[src/rtl/jtag_tap_controller.sv]
// IEEE 1149.1-style TAP controller driving the boundary-scan chain of the ripple-adder DFT wrapper.
// Optional feature macro: JTAG_TAP_IDCODE_EN adds the IDCODE instruction and 32-bit IDCODE register.
module jtag_tap_controller #(
   parameter int unsigned IR_WIDTH     = 4,
   parameter logic [31:0] IDCODE_VALUE = 32'h1000_0001
) (
   input  logic       TCK,
   input  logic       TRST,
   input  logic       TMS,
   input  logic       TDI,
   input  logic       bsr_so,
   output logic       TDO,
   output logic       TDO_en,
   output logic       ShiftDR,
   output logic       ClockDR,
   output logic       UpdateDR,
   output logic       Mode,
   output logic [3:0] tap_state
);

   typedef enum logic [3:0] {
      EX2DR = 4'h0,
      EX1DR = 4'h1,
      SHDR  = 4'h2,
      PAUDR = 4'h3,
      SELIR = 4'h4,
      UPDDR = 4'h5,
      CAPDR = 4'h6,
      SELDR = 4'h7,
      EX2IR = 4'h8,
      EX1IR = 4'h9,
      SHIR  = 4'hA,
      PAUIR = 4'hB,
      RTI   = 4'hC,
      UPDIR = 4'hD,
      CAPIR = 4'hE,
      TLR   = 4'hF
   } tap_state_e;

   localparam logic [IR_WIDTH-1:0] OP_EXTEST  = '0;
   localparam logic [IR_WIDTH-1:0] OP_SAMPLE  = IR_WIDTH'(1);
   localparam logic [IR_WIDTH-1:0] IR_CAPTURE = IR_WIDTH'(1);
`ifdef JTAG_TAP_IDCODE_EN
   localparam int unsigned         ID_WIDTH   = 32;
   localparam logic [IR_WIDTH-1:0] OP_IDCODE  = IR_WIDTH'(2);
   localparam logic [IR_WIDTH-1:0] RESET_OP   = OP_IDCODE;
`else
   localparam logic [IR_WIDTH-1:0] RESET_OP   = '1;
`endif

   if (IR_WIDTH < 2 || !IDCODE_VALUE[0]) begin : g_param_check
      $error("jtag_tap_controller: IR_WIDTH must be >= 2 and IDCODE_VALUE[0] must be 1");
   end

   tap_state_e           state_q;
   tap_state_e           state_d;
   logic [IR_WIDTH-1:0]  ir_shift;
   logic [IR_WIDTH-1:0]  ir_latch;
   logic                 bypass_q;
   logic                 cdr_en;
   logic                 sel_chain;
   logic                 sel_bypass;
   logic                 dr_lsb;
`ifdef JTAG_TAP_IDCODE_EN
   logic                 sel_idcode;
   logic [ID_WIDTH-1:0]  id_shift;
`endif

   // TAP state register
   always_ff @(posedge TCK or posedge TRST) begin
      if (TRST) state_q <= TLR;
      else      state_q <= state_d;
   end

   // TMS-driven next-state logic
   always_comb begin
      state_d = state_q;
      case (state_q)
         TLR:   state_d = TMS ? TLR   : RTI;
         RTI:   state_d = TMS ? SELDR : RTI;
         SELDR: state_d = TMS ? SELIR : CAPDR;
         CAPDR: state_d = TMS ? EX1DR : SHDR;
         SHDR:  state_d = TMS ? EX1DR : SHDR;
         EX1DR: state_d = TMS ? UPDDR : PAUDR;
         PAUDR: state_d = TMS ? EX2DR : PAUDR;
         EX2DR: state_d = TMS ? UPDDR : SHDR;
         UPDDR: state_d = TMS ? SELDR : RTI;
         SELIR: state_d = TMS ? TLR   : CAPIR;
         CAPIR: state_d = TMS ? EX1IR : SHIR;
         SHIR:  state_d = TMS ? EX1IR : SHIR;
         EX1IR: state_d = TMS ? UPDIR : PAUIR;
         PAUIR: state_d = TMS ? EX2IR : PAUIR;
         EX2IR: state_d = TMS ? UPDIR : SHIR;
         UPDIR: state_d = TMS ? SELDR : RTI;
         default: state_d = TLR;
      endcase
   end

   // Instruction decode and selected data-register serial output
   always_comb begin
      sel_chain = (ir_latch == OP_EXTEST) || (ir_latch == OP_SAMPLE);
`ifdef JTAG_TAP_IDCODE_EN
      sel_idcode = (ir_latch == OP_IDCODE);
      sel_bypass = !sel_chain && !sel_idcode;
`else
      sel_bypass = !sel_chain;
`endif
      dr_lsb = bypass_q;
      if (sel_chain) dr_lsb = bsr_so;
`ifdef JTAG_TAP_IDCODE_EN
      if (sel_idcode) dr_lsb = id_shift[0];
`endif
   end

   // Rising-edge capture/shift; cdr_en is settled while TCK is high so ClockDR never glitches
   always_ff @(posedge TCK or posedge TRST) begin
      if (TRST) begin
         ir_shift <= '0;
         bypass_q <= 1'b0;
         cdr_en   <= 1'b0;
      end else begin
         if (state_q == CAPIR)     ir_shift <= IR_CAPTURE;
         else if (state_q == SHIR) ir_shift <= {TDI, ir_shift[IR_WIDTH-1:1]};
         if (sel_bypass) begin
            if (state_q == CAPDR)     bypass_q <= 1'b0;
            else if (state_q == SHDR) bypass_q <= TDI;
         end
         cdr_en <= sel_chain && (state_d == CAPDR || state_d == SHDR);
      end
   end

`ifdef JTAG_TAP_IDCODE_EN
   // IDCODE register
   always_ff @(posedge TCK or posedge TRST) begin
      if (TRST) id_shift <= '0;
      else if (sel_idcode) begin
         if (state_q == CAPDR)     id_shift <= IDCODE_VALUE;
         else if (state_q == SHDR) id_shift <= {TDI, id_shift[ID_WIDTH-1:1]};
      end
   end
`endif

   // Falling-edge outputs and instruction latch
   always_ff @(negedge TCK or posedge TRST) begin
      if (TRST) begin
         ir_latch <= RESET_OP;
         Mode     <= 1'b0;
         TDO      <= 1'b0;
         TDO_en   <= 1'b0;
         ShiftDR  <= 1'b0;
         UpdateDR <= 1'b0;
      end else begin
         ShiftDR  <= sel_chain && (state_q == SHDR);
         UpdateDR <= sel_chain && (state_q == UPDDR);
         TDO_en   <= (state_q == SHIR) || (state_q == SHDR);
         if (state_q == SHIR)      TDO <= ir_shift[0];
         else if (state_q == SHDR) TDO <= dr_lsb;
         if (state_q == TLR) begin
            ir_latch <= RESET_OP;
            Mode     <= 1'b0;
         end else if (state_q == UPDIR) begin
            ir_latch <= ir_shift;
            Mode     <= (ir_shift == OP_EXTEST);
         end
      end
   end

   assign ClockDR   = ~TCK & cdr_en;
   assign tap_state = state_q;

endmodule

[config.mk]
export PLATFORM = sky130hd
export DESIGN_NAME = jtag_tap_controller
export DESIGN_NICKNAME = d
export VERILOG_FILES = /design/src/rtl/jtag_tap_controller.sv
export SDC_FILE = /design/constraint.sdc
export NUM_CORES = 1
export LEC_CHECK = 0
export CORE_ASPECT_RATIO = 0.5
export CORE_MARGIN = 5
export CORE_UTILIZATION = 30
export CTS_CLUSTER_DIAMETER = 60
export DETAILED_ROUTE_END_ITERATION = 8
export SLEW_MARGIN = 10
export SYNTH_ARGS = -nofsm -noshare
export SYNTH_HDL_FRONTEND = slang
export SYNTH_SLANG_ARGS = --single-unit
[constraint.sdc]
create_clock -name TCK -period 1.9 [get_ports TCK]
set_input_delay 0.38 -clock TCK [delete_from_list [all_inputs] [get_ports TCK]]
set_output_delay 0.38 -clock TCK [all_outputs]
set_load 0.01 [all_outputs]
==> flow_summary.toml <==
[critical_path]
start_kind = "register"
worstPathMaxFanout = 2
critPathLaunch = "ir_latch[1]"
crit_path_end_kind = "register"
crit_required_ns = 2.15
rrSetupSlack_ns = -0.41
crit_type = "reg2reg"
r2r_start = "ir_latch[1]"
rr_endpoint = "bypass_q"
cp.arrival_ns = 2.56
reg2reg_depth = 3

[final_layout]
nNetsFinal = 129
fin_util = 0.4986
multiInputGateArea_um2 = 405.4
drive_gt1_frac = 0.4959
syn_to_final_growth_pct = 56.25
regArea_um2 = 459.2
n_antenna_cell = 0
fillers = 259
stdcell_count = 160

[min_path]
hold_class = "reg2reg"
hold_start = "Mode"
whs_path_depth = 2
holdPathEnd = "Mode"

[placement]
port-buffer-count = 14
dp_cells = 140
dpl.hpwl_um = 1376
routabilityCongestion = 0.7298

[global_route]
gr-usage-met3 = 0.04639
met1_usage = 0.1391
busiest_layer = "met2"
antenna_found_initial = 0
grt_max_degree = 12
grt_usage = 0.1117
met2_usage = 0.1664
grt_pass1_vias = 691
grt_overflow_total = 0
grt_pass1_wl_um = 3270

[cts]
clk_pin_slew_worst_paths_ns = 0.07
worst_skew_pair.late_latency_ns = 0.44
cts_tree = "built"

[die]
start_util = 0.3191
die-area_um2 = 4026
fp.coreArea_um2 = 2635
dieHeight_um = 47.44
die_w_um = 84.87
fp-row-count = 13
boundaryPins = 15

[logic_synthesis]
yosys_most_used_dff = "dfstp_2"
synth-seq-cells = 18
ys_types = 28
ys_seq_area_frac = 0.5461
yosysWarnings = 0
synth_edf_count = 0
syn_nets = 87
synthesis.area_um2 = 840.8
syn_avg_cell_area_um2 = 10.25
async_flop_share = 1.000
syn-instance-count = 82

[detailed_routing]
vias = 706
wirelength_um = 2099
drc = 0
firstDrtPassIters = 4
wire_per_inst_um = 13.12
vias_per_cell = 4.413
ant_nets = 0
initialDrtViolationCount = 41

[timing]
tns_ns = -2.986
relSlewSlack = 0.7625
rsz0062_at_grt = "true"
setup_viol = 15
timing.final.ws_setup_ns = -0.4050
tightest_slew_ns = 0.3563
fin_skew_ns = 0.08068
finalHoldViolCount = 0
slew_viol_final = 0

[pwr]
p_leak_nw = 0.6268
finalPower_mw = 2.314
ir_drop_mv = 0.4134
pwr_density_cell_nw_per_um2 = 1761

[run_status]
violations = "setup timing"
status = "finished with violations"

[run]
max-cap-violations = 0
==> placed cells by master (no fill, tap or decap), types with 2 or more instances in the layout <==
cell	n
buf_4	16
nand2_1	13
dfstp_2	7
dfrtp_1	6
clkbuf_8	6
buf_2	6
buf_6	6
dfrtn_1	5
inv_1	5
o21ai_0	4
clkdlybuf4s50_1	4
dlygate4sd2_1	4
nor2_1	3
a21oi_1	3
nand2b_1	3
o21ai_1	3
o21ai_2	2
nor3_2	2
nand2_2	2
nor2b_1	2
mux2_2	2
==> metrics by stage <==
step | cell area, um^2 | setup slack [ns] | hold WS [ns]
floorplan | 894.6 | -0.3491 | 0.3134
global placement | 1119 | -0.4454 | 0.4270
detailed placement | 1119 | -0.4647 | 0.4306
CTS | 1231 | -0.4088 | 0.4302
global route | 1314 | -0.4531 | 0.4791
finish | 1314 | -0.4050 | 0.4597
==> routing by layer <==
metal / up-vias / share of wire
met3: 2 / 0.049
met1: 327 / 0.46
met4: 0 / 0.0057
met5: - / 0
met2: 16 / 0.49
li1: 361 / -
==> logic make-up (layout without fill, tap and decap cells) <==
| family | count (synthesis) | in the layout | share of synthesized area |
|---|---|---|---|
| compound gates | 16 | 16 | 0.1101 |
| simple gates | 36 | 36 | 0.2381 |
| buf+inv | 8 | 49 | 0.04910 |
| mux | 4 | 4 | 0.05654 |
| flops | 18 | 18 | 0.5461 |
==> registers in the layout (all words and copies together) (netlist names) <==
name       count
TDO            1
tap_state      4
ir_latch       3
Mode           1
bypass_q       1
ir_shift       4
UpdateDR       1
cdr_en         1
TDO_en         1
ShiftDR        1
==> final cells by class <==
| cell class | count | share of cell area |
|---|---|---|
| inverters | 3 | 0.008571 |
| flip-flops and latches | 18 | 0.3495 |
| well taps | 37 | 0.03524 |
| clock buffers | 7 | 0.06667 |
| repair buffers | 35 | 0.2190 |
| multi-input cells | 56 | 0.3086 |
| clock inverters | 4 | 0.01238 |
==> power breakdown <==
part,internal [mW],switching (mW)
registers,0.586,0.138
clock network,0.290,0.173
logic,0.606,0.521
==> worst max path at each step <==
stage	end	slack, ns	cells past startpoint
2_1_floorplan	bypass_q	-0.35	3
3_3_place_gp	TDO	-0.45	4
3_5_place_dp	TDO	-0.46	4
4_1_cts	bypass_q	-0.41	3
5_1_grt	bypass_q	-0.45	3
6_report	bypass_q	-0.41	3
==> synth_stat cells, drive strengths merged (3+ instances only) <==
cell | number | area share
a21oi | 3 | 0.018
buf | 4 | 0.031
dfrtn | 5 | 0.15
dfrtp | 6 | 0.18
dfstp | 7 | 0.22
inv | 4 | 0.018
mux2 | 3 | 0.045
nand2 | 15 | 0.067
nand2b | 4 | 0.030
nor2 | 4 | 0.018
nor2b | 3 | 0.022
nor3 | 3 | 0.018
o21ai | 9 | 0.054
==> critical path: stages, from the launching register on <==
cell and delay [ns]:
dfstp_2 0.36, or3_4 0.38, nor3b_2 0.17, mux2_2 0.26
==> what timing repair did <==
action	CTS	global route
endpoints found under the setup margin	18	14
pin swaps	1	7
hold buffers	0	0
resized for setup	33	10
buffers inserted	5	6
Power figures use the tool's default switching activity.
